$ cat config.mk
export PLATFORM = sky130hd
export DESIGN_NAME = serial_operand_tx_flat
export DESIGN_NICKNAME = d
export VERILOG_FILES = /design/src/rtl/serial_operand_tx_pkg.sv /design/src/rtl/serial_operand_tx_if.sv /design/src/rtl/serial_operand_tx_shift_reg.sv /design/src/rtl/serial_operand_tx.sv /design/src/flat_wrapper.sv
export SDC_FILE = /design/constraint.sdc
export NUM_CORES = 1
export LEC_CHECK = 0
export ABC_AREA = 1
export CORE_MARGIN = 2
export CORE_UTILIZATION = 35
export CTS_CLUSTER_SIZE = 16
export DETAILED_ROUTE_END_ITERATION = 8
export PLACE_DENSITY_LB_ADDON = 0.1
export SLEW_MARGIN = 0
export SYNTH_ARGS = -nofsm -noshare
export SYNTH_HDL_FRONTEND = slang
export SYNTH_HIERARCHICAL = 1
export SYNTH_SLANG_ARGS = --single-unit
$ cat constraint.sdc
create_clock -name clk -period 1.9 [get_ports clk]
set_input_delay 0.38 -clock clk [delete_from_list [all_inputs] [get_ports clk]]
set_output_delay 0.38 -clock clk [all_outputs]
set_load 0.005 [all_outputs]
$ cat src/rtl/serial_operand_tx_pkg.sv
// Shared serial-datapath definitions: stream framing states and the default operand width.
package serial_operand_tx_pkg;
    localparam int SERIAL_WIDTH = 32;

    typedef enum logic [1:0] {IDLE, CLR, SHIFT, DONE} sop_state_e;
endpackage

$ cat src/rtl/serial_operand_tx_if.sv
// Operand request handshake plus serial bit-pair stream to the ALU/branch consumers.
interface serial_operand_tx_if
    import serial_operand_tx_pkg::*;
#(
    parameter int WIDTH = SERIAL_WIDTH
);
    logic             in_valid;
    logic             in_ready;
    logic [WIDTH-1:0] in_a;
    logic [WIDTH-1:0] in_b;
    logic             in_sub;
    logic             out_en;
    logic             out_clr;
    logic             out_valid;
    logic             out_a;
    logic             out_b;
    logic             out_cin;
    logic             out_first;
    logic             out_last;
    logic             done;

    modport master (
        output in_valid, in_a, in_b, in_sub, out_en,
        input  in_ready, out_clr, out_valid, out_a, out_b, out_cin, out_first, out_last, done
    );

    modport slave (
        input  in_valid, in_a, in_b, in_sub, out_en,
        output in_ready, out_clr, out_valid, out_a, out_b, out_cin, out_first, out_last, done
    );
endinterface

$ cat src/rtl/serial_operand_tx_shift_reg.sv
// Parallel-load, right-shifting register exposing bit 0; zero fill from the top.
module serial_shift_reg
    import serial_operand_tx_pkg::*;
#(
    parameter int WIDTH = SERIAL_WIDTH
) (
    input  logic             clk,
    input  logic             rst,
    input  logic             load,
    input  logic [WIDTH-1:0] load_val,
    input  logic             shift,
    output logic             bit0
);
    logic [WIDTH-1:0] sr;

    always_ff @(posedge clk) begin
        if (rst)
            sr <= '0;
        else if (load)
            sr <= load_val;
        else if (shift)
            sr <= {1'b0, sr[WIDTH-1:1]};
    end

    assign bit0 = sr[0];
endmodule

$ cat src/rtl/serial_operand_tx.sv
// Bit-serial operand transmitter: latches A/B/sub, then streams LSB-first bit pairs
// framed by a clear pulse, first/last markers and a done pulse.
module serial_operand_tx
    import serial_operand_tx_pkg::*;
#(
    parameter int WIDTH = SERIAL_WIDTH,
    parameter int CNT_W = $clog2(WIDTH)
) (
    input  logic                clk,
    input  logic                rst,
    serial_operand_tx_if.slave  bus
);
    sop_state_e       state;
    logic [CNT_W-1:0] cnt;
    logic             sub_q;
    logic             ready_q, clr_q, valid_q, first_q, last_q, done_q;
    logic             a_bit, b_bit;
    logic             load, shift;

    assign load  = (state == IDLE) && bus.in_valid;
    assign shift = (state == SHIFT) && bus.out_en;

    serial_shift_reg #(.WIDTH(WIDTH)) u_a_sr (
        .clk(clk), .rst(rst), .load(load), .load_val(bus.in_a), .shift(shift), .bit0(a_bit)
    );
    serial_shift_reg #(.WIDTH(WIDTH)) u_b_sr (
        .clk(clk), .rst(rst), .load(load), .load_val(bus.in_b), .shift(shift), .bit0(b_bit)
    );

    // Framing flags are registered alongside the state so outputs never see in_* combinationally.
    always_ff @(posedge clk) begin
        if (rst) begin
            state   <= IDLE;
            cnt     <= '0;
            sub_q   <= 1'b0;
            ready_q <= 1'b1;
            clr_q   <= 1'b0;
            valid_q <= 1'b0;
            first_q <= 1'b0;
            last_q  <= 1'b0;
            done_q  <= 1'b0;
        end else begin
            case (state)
                IDLE: if (bus.in_valid) begin
                    state   <= CLR;
                    cnt     <= '0;
                    sub_q   <= bus.in_sub;
                    ready_q <= 1'b0;
                    clr_q   <= 1'b1;
                end
                CLR: begin
                    state   <= SHIFT;
                    clr_q   <= 1'b0;
                    valid_q <= 1'b1;
                    first_q <= 1'b1;
                    last_q  <= 1'b0;
                end
                SHIFT: if (bus.out_en) begin
                    first_q <= 1'b0;
                    if (last_q) begin
                        // cnt parks at its terminal value rather than wrapping
                        state   <= DONE;
                        valid_q <= 1'b0;
                        last_q  <= 1'b0;
                        done_q  <= 1'b1;
                    end else begin
                        cnt    <= cnt + 1'b1;
                        last_q <= (cnt == CNT_W'(WIDTH - 2));
                    end
                end
                DONE: begin
                    state   <= IDLE;
                    done_q  <= 1'b0;
                    ready_q <= 1'b1;
                end
                default: state <= IDLE;
            endcase
        end
    end

    assign bus.in_ready  = ready_q;
    assign bus.out_clr   = clr_q;
    assign bus.out_valid = valid_q;
    assign bus.out_a     = valid_q & a_bit;
    assign bus.out_b     = valid_q & (b_bit ^ sub_q);
    assign bus.out_cin   = valid_q & first_q & sub_q;
    assign bus.out_first = valid_q & first_q;
    assign bus.out_last  = valid_q & last_q;
    assign bus.done      = done_q;
endmodule

$ cat src/flat_wrapper.sv
// flat-port wrapper written by rule: the top's interface ports become plain ports
module serial_operand_tx_flat import serial_operand_tx_pkg::*;
#(
    parameter int WIDTH = SERIAL_WIDTH,
    parameter int CNT_W = $clog2(WIDTH)
)
  (clk, rst, bus_in_valid, bus_in_a, bus_in_b, bus_in_sub, bus_out_en, bus_in_ready, bus_out_clr, bus_out_valid, bus_out_a, bus_out_b, bus_out_cin, bus_out_first, bus_out_last, bus_done);
  serial_operand_tx_if #(.WIDTH(WIDTH)) bus_i ();
  input  logic clk;
  input  logic rst;
  input wire logic [$bits(bus_i.in_valid)-1:0] bus_in_valid;
  input wire logic [$bits(bus_i.in_a)-1:0] bus_in_a;
  input wire logic [$bits(bus_i.in_b)-1:0] bus_in_b;
  input wire logic [$bits(bus_i.in_sub)-1:0] bus_in_sub;
  input wire logic [$bits(bus_i.out_en)-1:0] bus_out_en;
  output wire logic [$bits(bus_i.in_ready)-1:0] bus_in_ready;
  output wire logic [$bits(bus_i.out_clr)-1:0] bus_out_clr;
  output wire logic [$bits(bus_i.out_valid)-1:0] bus_out_valid;
  output wire logic [$bits(bus_i.out_a)-1:0] bus_out_a;
  output wire logic [$bits(bus_i.out_b)-1:0] bus_out_b;
  output wire logic [$bits(bus_i.out_cin)-1:0] bus_out_cin;
  output wire logic [$bits(bus_i.out_first)-1:0] bus_out_first;
  output wire logic [$bits(bus_i.out_last)-1:0] bus_out_last;
  output wire logic [$bits(bus_i.done)-1:0] bus_done;
  assign bus_i.in_valid = bus_in_valid;
  assign bus_i.in_a = bus_in_a;
  assign bus_i.in_b = bus_in_b;
  assign bus_i.in_sub = bus_in_sub;
  assign bus_i.out_en = bus_out_en;
  assign bus_in_ready = bus_i.in_ready;
  assign bus_out_clr = bus_i.out_clr;
  assign bus_out_valid = bus_i.out_valid;
  assign bus_out_a = bus_i.out_a;
  assign bus_out_b = bus_i.out_b;
  assign bus_out_cin = bus_i.out_cin;
  assign bus_out_first = bus_i.out_first;
  assign bus_out_last = bus_i.out_last;
  assign bus_done = bus_i.done;
  serial_operand_tx #(.WIDTH(WIDTH), .CNT_W(CNT_W)) u_core (.clk(clk), .rst(rst), .bus(bus_i));
endmodule
; Word-level counts from Yosys, hierarchy flattened
; Index checks and enable logic that the tools add are counted.
; Widths: inputs -> output; s select.
[totals]
register_bits = 78
input_bits = 69
output_inout_bits = 9
word_cells = 70
[op_classes]
addsub = 1
n_eq_ne = 8
n_mux = 27
bitwise_logic = 6
reduce_logical = 17
[op_table]
columns = operator, count
row1 = $mux 32, 4
row2 = $mux 5, 3
row3 = $pmux 1 s2, 6
row4 = $reduce_bool 2->1, 6
row5 = $pmux 5 s2, 1
row6 = $mux 1, 9
row7 = $reduce_and 3->1, 3
row8 = $pmux 2 s4, 1
row9 = $reduce_and 2->1, 4
row10 = $mux 2, 3
row11 = $ne 2x2->1 const B, 3
row12 = $add 5x1->5 const B, 1
row13 = $and 1x1->1, 5
row14 = $eq 5x5->1 const B, 1
row15 = $eq 2x2->1 const B, 2
row16 = $reduce_and 4->1, 1
row17 = $eq 2x1->1 const B, 1
row18 = $logic_and 1x1->1, 2
row19 = $logic_not 2->1, 1
row20 = $ne 2x1->1 const B, 1
row21 = $xor 1x1->1, 1

; Depth between registers and ports, before layout
[logic_depth]
word_depth = 4
mapped_depth = 11

; Cells and area by module
; Netlist, hierarchy kept.
[modules_own_cells]
columns = mod, n_inst, cells_each, area_each_um2
row1 = serial_shift_reg, 2, 269, 1750.4
row2 = serial_operand_tx, 1, 117, 857.1

; Worst setup path after synthesis
; Ideal clock, no wire load.
[synth_path]
kind = reg2reg
start = register u_core.state[0]
end = register u_core.u_a_sr.sr[21]
t_arrival_ps = 1447
path_slack_ps = 382
path_stages_with_launch = 10
n_path_buf = 1
cell_sequence = dfxtp_1 -> inv_1 -> ha_1 -> nand2_1 -> inv_1 -> buf_6 -> nand2_1 -> nand2_1 -> nand2_1 -> a21oi_2
[synth_via]
elab_chain_cells = 3
[synth_rtl]
columns = element, line_no
row1 = "start, declared", serial_operand_tx.sv:13  ; sop_state_e state;
row2 = "start signal, assigned", serial_operand_tx.sv:33  ; state <= IDLE;
row3 = "start signal, assigned", serial_operand_tx.sv:45  ; state <= CLR;
row4 = "start signal, assigned", serial_operand_tx.sv:52  ; state <= SHIFT;
row5 = $eq 2x2->1, serial_operand_tx.sv:21  ; assign shift = (state == SHIFT) && bus.out_en;
row6 = $logic_and 1x1->1, serial_operand_tx.sv:21
row7 = via u_core.shift, serial_operand_tx.sv:18  ; logic load, shift;
row8 = $reduce_bool 2->1 (no source line), --
row9 = "end signal, assigned", serial_operand_tx_shift_reg.sv:20  ; sr <= load_val;
row10 = "end signal, assigned", serial_operand_tx_shift_reg.sv:22  ; sr <= {1'b0, sr[WIDTH-1:1]};
row11 = "end, declared", serial_operand_tx_shift_reg.sv:14  ; logic [WIDTH-1:0] sr;
; The timed path passes the listed nets, and every way through them passes these cells.
; A chain may end at the register's enable or synchronous reset.

; Worst setup path after layout
[layout_path]
start = register u_core.u_b_sr.sr[0]
end = output port bus_out_b
[layout_via]
elab_chain_cells = 2
[layout_rtl]
columns = element, line_no
row1 = "start, declared", serial_operand_tx_shift_reg.sv:14
row2 = "start signal, assigned", serial_operand_tx_shift_reg.sv:20
row3 = "start signal, assigned", serial_operand_tx_shift_reg.sv:22
row4 = $xor 1x1->1, serial_operand_tx.sv:85  ; assign bus.out_b = valid_q & (b_bit ^ sub_q);
row5 = $and 1x1->1, serial_operand_tx.sv:85
row6 = "end, declared", flat_wrapper.sv:20  ; output wire logic [$bits(bus_i.out_b)-1:0] bus_out_b;
; No other way between the ends.

==> results.toml <==
[synth]
synth_top_cell_area_share_pct = 35.8
syn_area_per_cell_um2 = 6.65
ys_top_cells_by_area = "dfxtp_1, nand2_1, a21oi_2"
syn_inst = 655
syn_nets = 731
yosysTopAreaCell = "dfxtp_1"
ys_ff_latch = 78
synth_cell_types = 25
synth_warnings = 6
yosysSeqAreaShare_pct = 35.8
synth_area_um2 = 4360

[clock_network]
cts-buffers-inserted = 9
cts.sinks = 78
clock_latency_ns = 0.32
tritoncts = "done"
clk_path_buf_depth = 2
cts.clk_slew.worst_paths_ns = 0.06
post-cts-setup-buffers = 0
cts-root-buf = "clkbuf_16"
htreeDepth = 3

[grt]
grt_use_total_pct = 15.7
grt_max_degree = 33
top_usage_layer = "met2"
grt_pass1_vias = 3671
grt_pass1_wl_um = 17000
grt_antenna_before_repair = 0
met2_usage_pct = 23.9
grt.met1_usage_pct = 22.6
met3_usage_pct = 2.41
grt_overflow = 0

[sta]
tightestPinTransition_ns = 0.484
finalSetupTns_ns = 0
hold_ws_ns = 0.408
clock_skew_ns = 0.00608
setup_viol = 0
fmax_mhz = 569
slew_headroom_pct = 67.7
rsz0062_at_grt = "false"
drv_slew = 0
timing.final.crit_share_pct = 92.5
fin_crit_ns = 1.76
hold_viol = 0

[layout]
multi_input_area_um2 = 2210
utilization_pct = 47.0
fin_nets = 807
antenna_cells = 0
layoutNonFillerInstCount = 902
drive_gt1_share_pct = 15.8
area_delta_synth_final_pct = 30.1
fill_cells = 1245
seqCellArea_um2 = 1560

[setup_path]
required_ns = 1.52
path_cells = "nand2_1 -> nand2_1 -> nor2_1 -> clkdlybuf4s50_1"
critPathLaunchType = "flip-flop"
path_max_fanout = 3
critical_path_arrival_ns = 1.38
endpoint_kind = "output pin"
critPathBufInv = 1
slowest_delay_ns = 0.52
crit_top_cell = "nand2_1"
critPathKind = "reg -> out"
cpLargestDelayFamily = "buffers and inverters"
critPathSlowestCell = "clkdlybuf4s50_1"

[route]
num_vias = 3919
drtAntennaViolNets = 0
first_pass_iters = 4
drc = 0
avgRoutedWirePerCell_um = 11.0
wirelength_um = 9900
viasPerCell = 4.34
drt_iter0_drc = 221

[status]
status = "finished clean"

[placement]
dpl.hpwl_um = 6730
dp.cells = 888
io_buffers = 77
routabilityCongestion = 0.749

[floorplan]
core_area_um2 = 12100
die_width_um = 116
num_rows = 40
ios = 78
die_y_um = 116
start_util_pct = 36.1
dieArea_um2 = 13400

[power_and_ir_drop]
powerDensity_nw_per_um2 = 1360
ir_drop_v = 0.000599
p_leak_uw = 0.00266

[job]
drv_cap = 0

[min_path]
hp-class = "in -> reg"
==> sequential cells by signal, indices dropped and copies added, names as in the netlist, 2 cells and up <==
name / count
u_core/u_b_sr/sr: 32
u_core/cnt: 5
u_core/u_a_sr/sr: 32
u_core/state: 2
==> power breakdown <==
| part | internal, µW | switching (µW) | leakage (µW) | total (µW) |
|---|---|---|---|---|
| clock network | 1260 | 628 | 0.000161 | 1890 |
| logic | 1440 | 1990 | 0.00186 | 3430 |
| registers | 2120 | 272 | 0.000644 | 2390 |
==> synth_stat cells (all sizes together) <==
library cell and instances:
inv 86, xor2 1, nor2 20, o21a 1, dfxtp 78, buf 34
nand3 16, o211a 1, ha 7, a21oi 68, nand2 332, nand4 1
o21ai 9, nor3 1
==> cell families (layout without fill, tap and decap cells) <==
logic type                 after synthesis  in the layout  synth area share [%]
and+or+nand+nor                        370            370                  34.1
xor gates and xnor gates                 1              1                 0.201
DFF                                     78             78                  35.8
buffers and inverters                  120            199                  13.4
AOI/OAI and AO/OA                       79             79                  14.5
adders and majority gates                7              7                  2.01
==> layout by cell type (no fill, tap or decap), drive strengths merged, types with 2 or more instances in the layout <==
master / Yosys / final
buf: 34 / 23
nand3: 16 / 16
a21oi: 68 / 68
ha: 7 / 7
clkinv: 0 / 2
clkdlybuf4s50: 0 / 76
clkbuf: 0 / 9
bufinv: 0 / 3
dfxtp: 78 / 78
nor2: 20 / 20
inv: 86 / 86
o21ai: 9 / 9
nand2: 332 / 332
==> worst reg2reg max path, cell delays in order (launching register included) <==
cell and delay, ns:
dfxtp_1 0.38, inv_1 0.10, ha_1 0.25, nand2_1 0.10, inv_2 0.13, inv_2 0.21
buf_4 0.18, nand2_1 0.05, nand2_1 0.08, a21oi_2 0.05
==> layout make-up <==
cell class / instances / area share (%)
Timing Repair Buffer: 99 / 18.2
Clock inverter: 5 / 1.77
Inverter: 86 / 5.74
Multi-Input combinational cell: 457 / 39.0
Clock buffer: 9 / 3.97
Tap cell: 168 / 3.71
Sequential cell: 78 / 27.6
==> routing by layer <==
metal / vias to the layer above / share of wire, %
met4: 0 / 0.79
li1: 2118 / -
met1: 1723 / 51
met5: - / 0
met3: 6 / 4.0
met2: 72 / 45
==> timing repair <==
item,in CTS,in global routing
setup endpoints to repair,0,1
gates resized for setup,0,1
hold buffers,0,0
==> through the flow <==
stage	worst slack [ns]	power [µW]	instance area, µm²
after floorplan	0.382	4990	4360
after global placement	0.0977	5820	5340
after detailed placement	0.0461	5860	5340
after CTS	0.0479	7820	5670
after global routing	0.0402	8350	5670
final	0.143	7710	5670
==> path summary, 6_finish.rpt <==
kind                   startpoint                    to  slack (ns)  cells past startpoint
max           u_core/u_b_sr/sr[0]             bus_out_b        0.14                      4
min reg2reg  u_core/u_a_sr/sr[31]  u_core/u_a_sr/sr[31]        0.46                      2
max reg2reg       u_core/state[0]   u_core/u_b_sr/sr[8]        0.25                      9
min                           rst  u_core/u_a_sr/sr[25]        0.41                      2
No activity file was read; power rests on OpenSTA's default activity.
